## config.mk

```make
export PLATFORM = sky130hd
export DESIGN_NAME = adder_nibble_seq
export DESIGN_NICKNAME = d
export VERILOG_FILES = /design/src/rtl/adder_pkg.sv /design/src/rtl/adder4bit.sv /design/src/rtl/adder_nibble_seq.sv
export SDC_FILE = /design/constraint.sdc
export NUM_CORES = 1
export LEC_CHECK = 0
export CAP_MARGIN = 20
export CORE_MARGIN = 3
export CORE_UTILIZATION = 44
export CTS_BUF_LIST = sky130_fd_sc_hd__clkbuf_16
export DETAILED_ROUTE_END_ITERATION = 10
export PLACE_DENSITY_LB_ADDON = 0.05
export SYNTH_ARGS = -nofsm -noshare
export SYNTH_HDL_FRONTEND = slang
export SYNTH_SLANG_ARGS = --single-unit
```

## constraint.sdc

```tcl
create_clock -name clk -period 2.3 [get_ports clk]
set_input_delay 0.46 -clock clk [delete_from_list [all_inputs] [get_ports clk]]
set_output_delay 0.46 -clock clk [all_outputs]
set_load 0.05 [all_outputs]
```

## src/rtl/adder_pkg.sv

```systemverilog
// Shared constants for the nibble-serial adder: FSM state encoding and nibble width.
package adder_pkg;

  localparam int NIB_W = 4;

  typedef enum logic [1:0] {
    ST_IDLE = 2'd0,
    ST_RUN  = 2'd1,
    ST_DONE = 2'd2
  } state_t;

endpackage

```

## src/rtl/adder4bit.sv

```systemverilog
// 4-bit ripple-carry adder; purely combinational nibble datapath.
module adder4bit (
  input  logic [3:0] a,
  input  logic [3:0] b,
  input  logic       c_in,
  output logic [3:0] sum,
  output logic       c_out
);

  logic [4:0] c;

  always_comb begin
    c    = '0;
    sum  = '0;
    c[0] = c_in;
    for (int i = 0; i < 4; i++) begin
      sum[i]   = a[i] ^ b[i] ^ c[i];
      c[i+1]   = (a[i] & b[i]) | (c[i] & (a[i] ^ b[i]));
    end
    c_out = c[4];
  end

endmodule

```

## src/rtl/adder_nibble_seq.sv

```systemverilog
// WIDTH-bit add/sub on one shared 4-bit adder, LSB nibble first; done pulses NIB+1 cycles after start.
// No backpressure: start is only accepted in IDLE or DONE and is ignored while busy.
module adder_nibble_seq
  import adder_pkg::*;
#(
  parameter int WIDTH = 8
) (
  input  logic             clk,
  input  logic             rst,
  input  logic             start,
  input  logic             sub,
  input  logic [WIDTH-1:0] a,
  input  logic [WIDTH-1:0] b,
  input  logic             c_in,
  output logic             busy,
  output logic             done,
  output logic [WIDTH-1:0] sum,
  output logic             c_out,
  output logic             ovf
);

  localparam int NIB   = WIDTH / NIB_W;
  localparam int IDX_W = (NIB > 1) ? $clog2(NIB) : 1;
  localparam logic [IDX_W-1:0] LAST_IDX = IDX_W'(NIB - 1);

  state_t state, state_nxt;

  logic [WIDTH-1:0] a_sh, b_sh, res_sh, res_nxt, b_eff;
  logic [IDX_W-1:0] idx;
  logic             carry, a_msb, b_msb;
  logic             load, step, last;
  logic [3:0]       nib_sum;
  logic             nib_co;

  adder4bit u_adder4bit (
    .a     (a_sh[3:0]),
    .b     (b_sh[3:0]),
    .c_in  (carry),
    .sum   (nib_sum),
    .c_out (nib_co)
  );

  // Subtraction is a + ~b + ~borrow_in, so invert both at capture time.
  assign b_eff   = sub ? ~b : b;
  assign res_nxt = (res_sh >> NIB_W) | (WIDTH'(nib_sum) << (WIDTH - NIB_W));

  always_ff @(posedge clk) begin
    if (rst) begin
      state <= ST_IDLE;
    end else begin
      state <= state_nxt;
    end
  end

  always_comb begin
    state_nxt = state;
    busy      = 1'b0;
    done      = 1'b0;
    load      = 1'b0;
    step      = 1'b0;
    last      = 1'b0;
    case (state)
      ST_IDLE: begin
        if (start) begin
          load      = 1'b1;
          state_nxt = ST_RUN;
        end
      end
      ST_RUN: begin
        busy = 1'b1;
        step = 1'b1;
        if (idx == LAST_IDX) begin
          last      = 1'b1;
          state_nxt = ST_DONE;
        end
      end
      ST_DONE: begin
        done = 1'b1;
        if (start) begin
          load      = 1'b1;
          state_nxt = ST_RUN;
        end else begin
          state_nxt = ST_IDLE;
        end
      end
      default: state_nxt = ST_IDLE;
    endcase
  end

  always_ff @(posedge clk) begin
    if (rst) begin
      a_sh   <= '0;
      b_sh   <= '0;
      res_sh <= '0;
      idx    <= '0;
      carry  <= 1'b0;
      a_msb  <= 1'b0;
      b_msb  <= 1'b0;
      sum    <= '0;
      c_out  <= 1'b0;
      ovf    <= 1'b0;
    end else if (load) begin
      a_sh  <= a;
      b_sh  <= b_eff;
      carry <= sub ^ c_in;
      idx   <= '0;
      a_msb <= a[WIDTH-1];
      b_msb <= b_eff[WIDTH-1];
    end else if (step) begin
      a_sh   <= a_sh >> NIB_W;
      b_sh   <= b_sh >> NIB_W;
      carry  <= nib_co;
      idx    <= idx + 1'b1;
      res_sh <= res_nxt;
      if (last) begin
        sum   <= res_nxt;
        c_out <= nib_co;
        ovf   <= (a_msb == b_msb) && (res_nxt[WIDTH-1] != a_msb);
      end
    end
  end

endmodule

```

# Word-level counts from Yosys, hierarchy flattened
# Cells that the tools add are included.
word_totals:
  register_bits: 40
  romBits: 0
  word_cells: 67
  latchBits: 0
  ram_bits: 0
  mem_count: 0
  out_inout_bits: 12
classes:
  n_eq_ne: 6
  n_addsub: 1
  shift: 0
  magnitude_cmp: 0
  reduce_logical: 8
  bitwise: 24
  n_mux: 17
  multipliers: 0
  div: 0
op_table:
  columns: ["op", "n"]
  rows:
  - ["8-bit two-way mux", 5]
  - ["1-bit two-way mux", 9]
  - ["1-bit XOR", 9]
  - ["1-bit AND", 8]
  - ["8-bit NOT", 1]
  - ["4-bit by 8-bit bitwise OR with 8-bit output", 1]
  - ["2-bit case mux with 3 select lines", 1]
  - ["2-bit two-way mux", 2]
  - ["2-bit inequality test (second input constant)", 2]
  - ["1-bit bitwise OR", 4]
  - ["2-bit AND reduction", 2]
  - ["2-bit OR reduction", 2]
  - ["3-bit AND reduction", 1]
  - ["2-bit by 1-bit equality test with 1-bit output (second input constant)", 1]
  - ["2-bit equality test (second input constant)", 1]
  - ["2-bit zero test", 1]
  - ["2-bit nonzero test", 1]
  - ["1-bit adder (second input constant)", 1]
  - ["1-bit equality test", 1]
  - ["1-bit logical AND", 1]
  - ["1-bit inequality test", 1]
  - ["1-bit NOT", 1]

# Longest topological paths before layout
# Gate-level depths: netlist of the first run.
logic_depth:
  word_depth: 11
  mapped_depth: 9
  depth_no_buf: 9

# By module
# From an unflattened synthesis of the first run, not the netlist that was laid out.
hier_totals:
  hier_cells: 183
  area_unflattened_um2: 1560.2
modules_own_cells:
  columns: ["mod", "seq_area_each_um2", "area_each_um2", "cells_per_inst", "instances"]
  rows:
  - ["adder_nibble_seq", 720.7, 1442.6, 169, 1]
  - ["adder4bit", 0.0, 117.6, 14, 1]

# Worst setup path after synthesis of the first run
# Ideal clock, no wire load.
synth_timing:
  kind: "reg2reg"
  startpoint: "register a_sh[0]"
  endpoint: "register ovf"
  t_arrival_ps: 2355
  setup_time_ps: 91
  path_slack_ps: -146
  required_time_ps: 2209
  stages_incl_launch_ff: 10
  synth_period_minus_slack_ps: 2446
  path_cell_list: "dfxtp_1 > fa_1 > inv_1 > fa_1 > inv_1 > fa_1 > inv_1 > fa_1 > or3_1 > a311oi_1"
synth_between:
  elab_chain_len: 11
synth_rtl:
  columns: ["item", "line", "rtl"]
  rows:
  - ["from (decl)", "adder_nibble_seq.sv:28", "logic [WIDTH-1:0] a_sh, b_sh, res_sh, res_nxt, b_eff;"]
  - ["from (signal assigned)", "adder_nibble_seq.sv:110", "a_sh <= a_sh >> NIB_W;"]
  - ["1-bit XOR", "adder4bit.sv:18", "c[i+1] = (a[i] & b[i]) | (c[i] & (a[i] ^ b[i]));"]
  - ["1-bit AND", "adder4bit.sv:18", null]
  - ["1-bit bitwise OR *", "adder4bit.sv:18", null]
  - ["1-bit AND *", "adder4bit.sv:18", null]
  - ["1-bit bitwise OR *", "adder4bit.sv:18", null]
  - ["1-bit AND *", "adder4bit.sv:18", null]
  - ["1-bit bitwise OR *", "adder4bit.sv:18", null]
  - ["1-bit XOR *", "adder4bit.sv:17", "sum[i] = a[i] ^ b[i] ^ c[i];"]
  - ["4-bit by 8-bit bitwise OR with 8-bit output *", "adder_nibble_seq.sv:45", "assign res_nxt = (res_sh >> NIB_W) | (WIDTH'(nib_sum) << (WIDTH - NIB_W));"]
  - ["1-bit inequality test *", "adder_nibble_seq.sv:118", "ovf <= (a_msb == b_msb) && (res_nxt[WIDTH-1] != a_msb);"]
  - ["1-bit logical AND *", "adder_nibble_seq.sv:118", null]
  - ["to (signal assigned)", "adder_nibble_seq.sv:118", null]
  - ["to (decl)", "adder_nibble_seq.sv:19", "output logic ovf"]
# Every way passes the cells marked *; elsewhere a longest branch is shown, timed or not.
# A chain may end at the register's enable or synchronous reset.

# Final worst setup path of the first run
layout_timing:
  startpoint: "register carry"
  endpoint: "register ovf"
layout_between:
  elab_chain_len: 10
layout_rtl:
  columns: ["item", "line", "rtl"]
  rows:
  - ["from (decl)", "adder_nibble_seq.sv:30", "logic carry, a_msb, b_msb;"]
  - ["from (signal assigned)", "adder_nibble_seq.sv:105", "carry <= sub ^ c_in;"]
  - ["from (signal assigned)", "adder_nibble_seq.sv:112", "carry <= nib_co;"]
  - ["1-bit AND", "adder4bit.sv:18", null]
  - ["1-bit bitwise OR", "adder4bit.sv:18", null]
  - ["1-bit AND", "adder4bit.sv:18", null]
  - ["1-bit bitwise OR", "adder4bit.sv:18", null]
  - ["1-bit AND", "adder4bit.sv:18", null]
  - ["1-bit bitwise OR", "adder4bit.sv:18", null]
  - ["1-bit XOR", "adder4bit.sv:17", null]
  - ["4-bit by 8-bit bitwise OR with 8-bit output", "adder_nibble_seq.sv:45", null]
  - ["1-bit inequality test", "adder_nibble_seq.sv:118", null]
  - ["1-bit logical AND", "adder_nibble_seq.sv:118", null]
# No other way between the ends.

==> reports/summary.txt, run 1 <==
Crit path cell chain: fa_2, inv_2, fa_2, inv_2, fa_2, inv_2, fa_1, or3_1, a311oi_1
Post-route DRC: 0
Hold Crit Depth: 2
Clk pin slew, worst setup/hold paths: 50 ps
CP peak stage delay: 410 ps
Post-CTS Repair Setup Buffers: 0
Largest net degree at the start of global routing: 37
Synth Register Bits: 36
Hold Vio Cnt, Final: 0
Vias in the first global route: 1208
Antenna Nets Post-Route: 0
Initial DRC count: 54
Synth-to-layout area growth: 32.6%
Worst VDD drop: 368 uV
Worst Path Required: 2480 ps
First-pass GRT wire length: 5.22 mm
Num CTS Buffers: 5
Most common cell after layout, fill and taps aside: dfxtp_1
DP HPWL: 2.18 mm
IO Pins: 33
Initial antenna violation count: 0
Synth area leaders: dfxtp_1 47%, a21oi_1 8.9%, nand2_1 6.6%, nand3_1 5.6%, fa_1 5.2%
Overall routing resource usage: 16.0%
Number of port buffers: 32
FF-to-FF path depth: 9
Maxcap violations: 0
Vias per cell: 5.15
Chip height: 64.9 um
RSZ-0062 raised after global routing: yes
Pwr Density: 753 nW/um^2
Reg2reg end: ovf
Synth unique cells: 23
Cell area after synthesis: 1530 um^2
Synth area leader: dfxtp_1
Final core occ: 63.7%
Final nets: 231
PnR worst setup slack: -99.4 ps
Num rows: 20
Min Tclk post-route: 2400 ps
Die area: 4210 um^2
End point of the worst hold path: sum[3]
Routed len/inst: 12.3 um
Worst Hold Launch: res_sh[7]
Leading cell types in the layout, fill and taps excluded: 35 x dfxtp_1, 31 x clkdlybuf4s50_1, 27 x a21oi_1, 27 x nand2_1, 17 x nand3_1
Setup Crit Path Kind: reg -> reg
Slowest cell on the critical path: fa_1
Fin crit share: 104%
Setup crit end kind: flop
Avg Synthesized Cell Area: 8.72 um^2
# setup viols final: 1
Crit-path max FO: 2
Vias: 1292
Failing checks: negative setup slack
Top cell type's share of synthesized area: 47.2%
Cells after Synth: 175
Max Slew Vio Count: 0
Reg-to-Reg Start: carry
Fin Hold WS: 449 ps
Initial core utilization: 48.0%
CTS max path bufs: 2
Worst clock skew: 4.05 ps
Critical Path Start Type: flop
Post-synthesis sequential area ratio: 47.2%
Warnings, synthesis: 0
Leakage: 0.729 nW
Post-Route WL: 3.10 mm
Diodes inserted: 0
Root Buffer: clkbuf_16
Reg2reg setup slack: -100 ps
DR pass1 iterations: 4
Hold buffers post-CTS: 0
Crit path DAT: 2580 ps
Tightest Pin Transition: 494 ps
Clk sink count: 36
H-tree Lvls: 2
Status: complete, but fails checks
Clk Latency, worst-skew pair: 270 ps
Fmax: 0.417 GHz
Net Count, Synth: 200
Hold Path Class: reg -> reg
Max_slew headroom: 67.0%
Die W: 64.9 um
Core box area: 3180 um^2
Clock tree from TritonCTS: built
Global route total overflow: 0
RePlAce Congestion: 0.774
Share of cells above drive strength 1: 10.1%
kinds of logic (layout without fill, tap and decap cells):
family,count (synthesis),after routing,synth area share [%]
AND/OR/NAND/NOR,61,61,18.0
XOR/XNOR,9,9,5.16
flip-flops,36,36,47.2
adder cells (fa/ha/maj),4,4,5.25
AO/OA/AOI/OAI,43,43,17.3
buffers and inverters,22,54,7.05
synthesized netlist by cell type:
master and n:
a311oi_1 1, buf_1 1, dfxtp_1 36, inv_2 1, nor2b_1 2, clkbuf_1 3, nor2_1 8, a22oi_1 8
a21oi_1 27, and3b_1 1, nand3_1 17, nor3_1 1, a211oi_1 6, buf_4 5, or3_1 1, fa_1 4
nand2b_1 3, buf_2 5, a2111oi_2 1, xor2_1 9, nand3b_1 1, nand2_1 27, inv_1 7
where the power goes:
group | internal (W) | switching (W)
clock network | 0.000389 | 0.000227
logic | 0.000103 | 0.000122
registers | 0.000662 | 0.0000225
total | 0.00115 | 0.000372
stage by stage:
| step | cell area, um^2 | setup TNS (ps) | std cells | total power (W) | setup slack, ps |
|---|---|---|---|---|---|
| CTS | 2020 | -145 | 251 | 0.00154 | -145 |
| global placement | 1890 | -82.5 | 243 | 0.000917 | -82.5 |
| global route | 2020 | -211 | 251 | 0.00160 | -205 |
| finish | 2020 | -99.4 | 251 | 0.00152 | -99.4 |
| floorplan | 1540 | -94.3 | 175 | 0.000840 | -94.3 |
| detailed placement | 1890 | -134 | 243 | 0.000923 | -134 |
critical path, delay by kind of cell (launching register included):
family          cells  cell delay [ps]
compound gates      1              210
simple gates        1              320
fa+ha+maj           4             1300
flops               1              330
buf+inv             3              160
final cells by class:
type	instances	area (um^2)
Multi-Input combinational cell	117	706
Clock inverter	3	11.3
Tap cell	44	55.1
Inverter	8	30.0
Timing Repair Buffer	38	375
Clock buffer	5	125
Sequential cell	36	722
Fill cell	294	1150
per-layer routing:
metal | global-route usage, % | vias to the layer above | wire length, um
li1 | - | 652 | -
met2 | 28.1 | 32 | 1520
met3 | 3.99 | 4 | 172
met4 | 7.92 | 0 | 33
met1 | 17.9 | 604 | 1380
met5 | 0 | - | 0
registers in the layout, summed over array words and instances, names as in the netlist, 2 cells and up:
register,flops
res_sh,4
sum,8
b_sh,8
a_sh,8
state,2
worst max-delay path by stage:
stage	startpoint	slack, ps	endpoint
global route	carry	-210	ovf
global placement	carry	-80	ovf
detailed placement	carry	-130	ovf
finish	carry	-100	ovf
CTS	carry	-150	ovf
floorplan	carry	-90	ovf
timing repair:
item                                    in CTS  in global routing
endpoints found under the setup margin       1                  2
pin swaps                                    3                  1
gates resized for setup                      1                  0
Note: power is estimated with default switching activity, not from simulation.
==> run 2: changes to the inputs <==
--- a/config.mk
+++ b/config.mk
@@ -5,12 +5,13 @@
 export SDC_FILE = /design/constraint.sdc
 export NUM_CORES = 1
 export LEC_CHECK = 0
-export CAP_MARGIN = 20
 export CORE_MARGIN = 3
 export CORE_UTILIZATION = 44
 export CTS_BUF_LIST = sky130_fd_sc_hd__clkbuf_16
 export DETAILED_ROUTE_END_ITERATION = 10
+export HOLD_SLACK_MARGIN = 0.03
 export PLACE_DENSITY_LB_ADDON = 0.05
 export SYNTH_ARGS = -nofsm -noshare
 export SYNTH_HDL_FRONTEND = slang
 export SYNTH_SLANG_ARGS = --single-unit
+export TNS_END_PERCENT = 10
==> results of run 2 <==
The final DEF is identical to that of run 1; final timing and power are the same.
